[config.mk]
export PLATFORM = sky130hd
export DESIGN_NAME = wb_cmd_master
export DESIGN_NICKNAME = d
export VERILOG_FILES = /design/src/rtl/wb_cmd_master.sv
export SDC_FILE = /design/constraint.sdc
export NUM_CORES = 1
export LEC_CHECK = 0
export ABC_AREA = 1
export CAP_MARGIN = 20
export CORE_MARGIN = 5
export CORE_UTILIZATION = 35
export DETAILED_ROUTE_END_ITERATION = 10
export PLACE_DENSITY = 0.74
export SYNTH_ARGS = -nofsm -noshare
export SYNTH_HDL_FRONTEND = slang
export SYNTH_SLANG_ARGS = --single-unit
export TNS_END_PERCENT = 10
[constraint.sdc]
create_clock -name clk -period 4.8 [get_ports clk]
set_input_delay 0.96 -clock clk [delete_from_list [all_inputs] [get_ports clk]]
set_output_delay 0.96 -clock clk [all_outputs]
set_load 0.05 [all_outputs]
[src/rtl/wb_cmd_master.sv]
// Wishbone initiator: single read/write commands in, one classic Wishbone cycle each, result out.
// Optional bus-timeout abort is enabled by defining WB_TIMEOUT_EN.
module wb_cmd_master #(
    parameter int unsigned TIMEOUT_CYCLES = 16
) (
    input  logic        clk,
    input  logic        reset,
    input  logic        cmd_valid,
    output logic        cmd_ready,
    input  logic        cmd_we,
    input  logic [31:0] cmd_adr,
    input  logic [31:0] cmd_dat,
    input  logic [3:0]  cmd_sel,
    output logic        rsp_valid,
    input  logic        rsp_ready,
    output logic [31:0] rsp_dat,
    output logic        rsp_err,
    output logic        wbm_cyc_o,
    output logic        wbm_stb_o,
    output logic        wbm_we_o,
    output logic [3:0]  wbm_sel_o,
    output logic [31:0] wbm_adr_o,
    output logic [31:0] wbm_dat_o,
    input  logic        wbm_ack_i,
    input  logic [31:0] wbm_dat_i,
    output logic        busy
);

    typedef enum logic [1:0] {StIdle, StBus, StResp} state_e;

    state_e      state_q, state_d;
    logic        we_q;
    logic [31:0] adr_q, dat_q;
    logic [3:0]  sel_q;
    logic [31:0] rsp_dat_q, rsp_dat_d;
    logic        accept;

`ifdef WB_TIMEOUT_EN
    localparam int unsigned CntW = $clog2(TIMEOUT_CYCLES + 1);

    logic [CntW-1:0] cnt_q, cnt_d;
    logic            rsp_err_q, rsp_err_d;
`else
    logic unused_timeout_cfg;
    assign unused_timeout_cfg = ^TIMEOUT_CYCLES;
`endif

    assign accept = cmd_valid & cmd_ready;

    always_comb begin
        state_d   = state_q;
        rsp_dat_d = rsp_dat_q;
`ifdef WB_TIMEOUT_EN
        cnt_d     = cnt_q;
        rsp_err_d = rsp_err_q;
`endif
        unique case (state_q)
            StIdle: begin
`ifdef WB_TIMEOUT_EN
                cnt_d = '0;
`endif
                if (cmd_valid) state_d = StBus;
            end
            StBus: begin
                // An ack arriving in the expiry cycle still completes normally.
                if (wbm_ack_i) begin
                    rsp_dat_d = we_q ? 32'h0 : wbm_dat_i;
`ifdef WB_TIMEOUT_EN
                    rsp_err_d = 1'b0;
`endif
                    state_d   = StResp;
                end
`ifdef WB_TIMEOUT_EN
                else if (cnt_q == CntW'(TIMEOUT_CYCLES - 1)) begin
                    rsp_dat_d = 32'h0;
                    rsp_err_d = 1'b1;
                    state_d   = StResp;
                end else begin
                    cnt_d = cnt_q + 1'b1;
                end
`endif
            end
            StResp: begin
                if (rsp_ready) state_d = StIdle;
            end
            default: state_d = StIdle;
        endcase
    end

    always_ff @(posedge clk or posedge reset) begin
        if (reset) begin
            state_q   <= StIdle;
            rsp_dat_q <= 32'h0;
        end else begin
            state_q   <= state_d;
            rsp_dat_q <= rsp_dat_d;
        end
    end

`ifdef WB_TIMEOUT_EN
    always_ff @(posedge clk or posedge reset) begin
        if (reset) begin
            cnt_q     <= '0;
            rsp_err_q <= 1'b0;
        end else begin
            cnt_q     <= cnt_d;
            rsp_err_q <= rsp_err_d;
        end
    end

    assign rsp_err = rsp_err_q;
`else
    assign rsp_err = 1'b0;
`endif

    // Reads always fetch the whole word.
    always_ff @(posedge clk or posedge reset) begin
        if (reset) begin
            we_q  <= 1'b0;
            adr_q <= 32'h0;
            dat_q <= 32'h0;
            sel_q <= 4'h0;
        end else if (accept) begin
            we_q  <= cmd_we;
            adr_q <= cmd_adr;
            dat_q <= cmd_dat;
            sel_q <= cmd_we ? cmd_sel : 4'hF;
        end
    end

    assign cmd_ready = (state_q == StIdle);
    assign rsp_valid = (state_q == StResp);
    assign busy      = (state_q != StIdle);
    assign wbm_cyc_o = (state_q == StBus);
    assign wbm_stb_o = (state_q == StBus);
    assign wbm_we_o  = we_q;
    assign wbm_sel_o = sel_q;
    assign wbm_adr_o = adr_q;
    assign wbm_dat_o = dat_q;
    assign rsp_dat   = rsp_dat_q;

endmodule

Word-level counts from Yosys, hierarchy flattened

Cells that the tools add are included.

Mux-type cells: 6
Reduce and logical (&&, ||, !) cells: 4
Eq/ne operators: 5
Bitwise gates (word level): 1

Operators by type and width:

| operator           | count |
|---|---|
| $mux 32            | 1 |
| $mux 2             | 3 |
| $pmux 2 s3         | 1 |
| $mux 4             | 1 |
| $ne 2x1->1 const B | 2 |
| $reduce_and 3->1   | 1 |
| $eq 2x1->1 const B | 1 |
| $eq 2x2->1 const B | 1 |
| $logic_not 2->1    | 1 |
| $ne 2x2->1 const B | 1 |
| $reduce_and 2->1   | 1 |
| $reduce_bool 2->1  | 1 |
| $and 1x1->1        | 1 |

Input port bits: 106
Flip-flop bits (word level): 103
Word-level logic and storage cells: 22

Depth between registers and ports, before layout

Depth in word-level cells: 3
Gate-level depth with buffers: 5

Least setup slack after synthesis

OpenSTA, ideal clock, no wires.

Path kind: register -> output
Start: reg state_q[0]
End: out wbm_stb_o
Stages on the path, launching flop included: 5
Path slack: 2592 ps
Arrival: 1248 ps
Required time: 3840 ps
Cells stage by stage: dfrtp_1 > inv_1 > nor2_2 > buf_2 > buf_4

Word-level cells in the longest chain between the ends: 1

RTL lines:

| element                | RTL line | source |
|---|---|---|
| start, declared        | 31       | `state_e state_q, state_d;` |
| start signal, assigned | 92       | `state_q <= StIdle;` |
| start signal, assigned | 95       | `state_q <= state_d;` |
| $eq 2x1->1             | -        |  |
| end, declared          | 19       | `output logic wbm_stb_o,` |

No other way between the ends.

Final worst setup path

Start: reg state_q[0]
End: out wbm_stb_o

Word-level cells in the longest chain between the ends: 1

RTL lines:

| element    | RTL line | source |
|---|---|---|
| $eq 2x1->1 | 135      | `assign wbm_stb_o = (state_q == StBus);` |

No other way between the ends.

==> impl_metrics.csv <==
group,metric,value,unit
detailed_routing,wl,13140,um
detailed_routing,vias,4134,
critical_path,worst_path_largest_cell_delay,0.86,ns
detailed_routing,drt_pass1_iterations,5,
floorplanning,die-area,14760,um2
critical_path,crit_chain,"inv_1 > nor2_2 > buf_4 > clkdlybuf4s50_1",
placed_design,gp_congestion,0.8996,
timing,hold_viol_final,0,
clock_tree,clockRootBuffer,"clkbuf_16",
clock_tree,cts_resized,0,
layout,layout-drive-gt1-share,3.851,%
run_status,status,"finished, final reports clean",
clock_tree,clk_pin_slew,0.07,ns
floorplanning,start_util,35.92,%
floorplanning,ios,213,
synthesis,yosys_warnings,0,
critical_path,r2r_setup_slack,2.40,ns
detailed_routing,drc,0,
clock_tree,postCtsSetupBuffers,0,
clock_tree,postCtsHoldBufs,0,
synthesis,yosysUniqueCellTypes,13,
clock_tree,clk_path_buf_depth,2,
placed_design,dp_hpwl,9488,um
critical_path,rr_startpoint,"state_q[1]",
detailed_routing,vias_per_cell,4.619,
min_path,hp-class,"flop to flop",
pwr,ir_drop,322.6,uV
pwr,p_per_area,800.2,nW/um2
critical_path,worstPathArrival,2.34,ns
min_path,holdCritStartpoint,"wbm_dat_o[18]",
synthesis,yosysSeqAreaShare,59.25,%
grt,grt_antenna_before_repair,0,
timing,tns,0,ns
timing,maxSlewHeadroom,33.64,%
critical_path,worstPathRequired,3.84,ns
timing,worst_pin_slew,0.9955,ns
critical_path,cpMaxStageDelayCell,"clkdlybuf4s50_1",
clock_tree,clk_latency,0.33,ns
synthesis,ys_ff_latch,103,
placed_design,io_buffers,211,
detailed_routing,wire_per_inst,14.68,um
timing,rsz0062_at_grt,"no",
layout,diodes,0,
floorplanning,core,12110,um2
critical_path,crit_family,"buffers and inverters",
grt,grt_max_degree,81,
synthesis,syn_area_per_cell,8.208,um2
detailed_routing,drt-initial-drc-count,324,
synthesis,synth_cells,530,
timing,finalSetupViolCount,0,
floorplanning,die_y,121.5,um
clock_tree,cts.sinks,103,
layout,final_nets,828,
layout,area_growth,58.64,%
grt,grt_overflow_total,0,
floorplanning,chipWidth,121.5,um
grt,grt_first_pass_wirelength,20810,um
timing,period_share,68.69,%
synthesis,syn_nets,636,
layout,final_cell_mix,"clkdlybuf4s50_1, nand2_1, dfrtp_1",
grt,grt_pass1_vias,4142,
layout,final_common_cell,"clkdlybuf4s50_1",
pwr,power,0.005522,W
critical_path,crit_buf_inv,3,
clock_tree,numCtsBuffers,9,
pwr,leakagePower,3.455,nW
floorplanning,rows,40,
clock_tree,cts_tree,"built",
critical_path,critPathKind,"flop to output pin",
timing,layout_min_cycle_time,3.297,ns
clock_tree,cts_max_level,3,
grt,track_usage,17.48,%
run,drv_cap,0,
critical_path,startpoint,"state_q[0]",
critical_path,worst_setup_path_end_kind,"output pin",
timing,clock_skew,0.004403,ns
critical_path,critPathLaunchType,"flop",
critical_path,cp_max_fo,25,
timing,max_clock_freq,303.3,MHz
timing,slew_viol_final,0,
detailed_routing,ant_nets,0,
synthesis,syn-cell-area,4350,um2
per-stage QoR:
step	hold WS, ns	setup slack [ns]	area [um2]	instances	utilization (%)
floorplan	0.5777	1.136	4350	530	-
global placement	0.4539	1.786	6545	877	54.04
detailed placement	0.4580	1.631	6545	877	54.04
CTS	0.4740	1.486	6859	893	56.63
global route	0.4914	1.335	6902	895	56.98
finish	0.4725	1.503	6902	895	56.98
sequential cells by signal, indices dropped and copies added, names as in the netlist:
register / cells
wbm_dat_o: 32
wbm_we_o: 1
rsp_dat: 32
state_q: 2
wbm_sel_o: 4
wbm_adr_o: 32
report_power, final:
| group | switching (W) | internal (W) | total [W] |
|---|---|---|---|
| logic | 0.00223 | 0.00100 | 0.00323 |
| registers | 0.000262 | 0.00126 | 0.00153 |
| clock network | 0.000309 | 0.000455 | 0.000764 |
final timing paths:
kind	end	depth (start not counted)
min reg2reg	wbm_dat_o[18]	2
min	wbm_dat_o[18]	2
min in group asynchronous	rsp_dat[20]	2
max reg2reg	wbm_dat_o[27]	6
max in group asynchronous	wbm_dat_o[23]	4
max	wbm_stb_o	4
tightest hold or removal path, stage by stage (launching register included):
cell	delay, ns
dfrtp_1	0.34
nand2_1	0.05
nand2_1	0.04
cell families (layout without fill, tap and decap cells):
logic type / count (synthesis) / after routing / share of synthesized area, %
and+or+nand+nor: 345 / 345 / 32.93
other: 1 / 1 / 0.08620
DFF: 103 / 103 / 59.25
buffers and inverters: 79 / 276 / 7.506
AOI/OAI and AO/OA: 2 / 2 / 0.2301
cell usage after synthesis:
cell type	number	area share [%]
dfrtp_1	103	59
nor2_4	1	0.26
clkbuf_1	17	1.5
buf_1	1	0.086
inv_1	41	3.5
nand3_1	102	12
nor2_2	1	0.14
o21ai_0	2	0.23
buf_4	2	0.35
buf_2	18	2.1
nand2_1	209	18
conb_1	1	0.086
nor2_1	32	2.8
area by class of cell:
class / count / area [um2]
multi-input combinational: 348 / 1449
clock buffer: 10 / 229.0
clock inverter: 6 / 85.08
sequential: 103 / 2577
inverter: 41 / 156.4
timing repair buffer: 219 / 2195
fill: 1122 / 5210
tap: 168 / 210.2
routing by layer:
metal	part of all wire (%)	vias up	wire length [um]	GRT usage, %
met4	1.3	0	169	5.252
met1	40	1942	5243	21.59
met5	0	-	0	0
met3	9.2	13	1213	6.434
met2	50	166	6511	28.60
li1	-	2013	-	-
Note: power is estimated with default switching activity, not from simulation.
==> RTL change, RTL diff (same flow settings) <==
The option `WB_TIMEOUT_EN` is turned on by a define.
--- a/src/rtl/wb_cmd_master.sv
+++ b/src/rtl/wb_cmd_master.sv
@@ -1,5 +1,7 @@
 // Wishbone initiator: single read/write commands in, one classic Wishbone cycle each, result out.
 // Optional bus-timeout abort is enabled by defining WB_TIMEOUT_EN.
+`define WB_TIMEOUT_EN
+
 module wb_cmd_master #(
     parameter int unsigned TIMEOUT_CYCLES = 16
 ) (
Formal check against the unedited RTL: same outputs for any inputs over 10 cycles, from zero or initial values and one cycle with reset high; that may be too few to reach the edited logic, so the function may still have changed.
==> RTL change against the unedited design <==
Sequential cell count increased by 6; cell count decreased by 3.9%; area after synthesis increased by 1.7%; routed wire length decreased by 8.8%; synthesized cell count decreased by 10%; total power about the same; largest cell class unchanged; first-iteration DRC count decreased by 44%; sequential power increased by 3%; design area increased by 1.1%; setup slack improved by 0.38 ns; global-route usage decreased by 1.8 points.
==> RTL change: results (changes against the unedited design) <==
stage;metric;value;unit;change
finish;buffers;216;;was 219
route;drtPass1Iterations;4;;was 5
timing;fin_skew;0.005421;ns;was 0.004403 ns
route;avgRoutedWirePerCell;13.94;um;was 14.68 um
worst_setup_path;critPathMaxStageDelay;0.89;ns;was 0.86 ns
finish;inv_count;40;;was 41
power_and_ir_drop;cellLeakagePower;0.003379;uW;was 0.003455 uW
power_and_ir_drop;power_frac_seq;28.4;%;was 27.6%
logic_synthesis;yosys_register_bits;109;;was 103
min_path;holdPathEnd;wbm_adr_o[21];;was wbm_dat_o[18]
grt;grt_pass1_vias;3942;;was 4142
timing;holdWs;0.4777;ns;was 0.4725 ns
worst_setup_path;cp.arrival;1.96;ns;was 2.34 ns
placement;hpwlAfterDp;8.805;mm;was 9.488 mm
worst_setup_path;worst-r2r-cell-count;8;;was 6
logic_synthesis;synthTopCellsByArea;dfrtp_1, nand2_1, o21ai_2;;was dfrtp_1, nand2_1, nand3_1
route;viasPerCell;4.408;;was 4.619
timing;final.setup.worst_slack;1.880;ns;was 1.503 ns
worst_setup_path;r2r_slack;2.65;ns;was 2.40 ns
grt;grt_max_degree;82;;was 81
status;status;completed;;unchanged
power_and_ir_drop;p_int;2782;uW;was 2722 uW
finish;num-clock-buffers;12;;was 10
power_and_ir_drop;pwr-share-comb;57.9;%;was 58.5%
worst_setup_path;reg2reg_to;cnt_q[2];;was wbm_dat_o[27]
finish;clk_share;4.464;%;was 4.550%
finish;fillers;1131;;was 1122
logic_synthesis;ys_types;21;;was 13
grt;grt.total_usage;15.68;%;was 17.48%
route;drtIter0Drc;180;;was 324
finish;nonClkBufAreaFrac;31.30;%;was 31.80%
finish;final_nets;791;;was 828
finish;multi_input_gates;307;;was 348
timing;slew-limit-headroom;40.48;%;was 33.64%
grt;grt_pass1_wl;18.84;mm;was 20.81 mm
finish;register_area;2728;sq um;was 2577 sq um
placement;gp_congestion;0.7708;;was 0.8996
==> RTL change: routing by layer <==
layer	vias up	global-route usage [%]	part of all wire, %
met3	21	5.115	9.1
met2	165	24.87	46
met5	-	0	0
met1	1752	19.78	42
li1	1853	-	-
met4	0	6.508	2.4
==> RTL change: cell families after synthesis <==
| group | count (synthesis) | synth area share (%) |
|---|---|---|
| AND/OR/NAND/NOR | 266 | 23.44 |
| flip-flops | 109 | 61.63 |
| buffers and inverters | 61 | 7.068 |
| AO/OA/AOI/OAI | 39 | 7.295 |
| adder cells (fa/ha/maj) | 2 | 0.5654 |
==> RTL change: stage by stage <==
step	instances	util, %	cell area [sq um]	total power, uW
5_1_grt	860	55.76	6979	5799
3_3_place_gp	842	52.89	6620	4733
6_report	860	55.76	6979	5523
4_1_cts	858	55.38	6932	5572
2_1_floorplan	477	-	4425	3695
3_5_place_dp	842	52.89	6620	4786
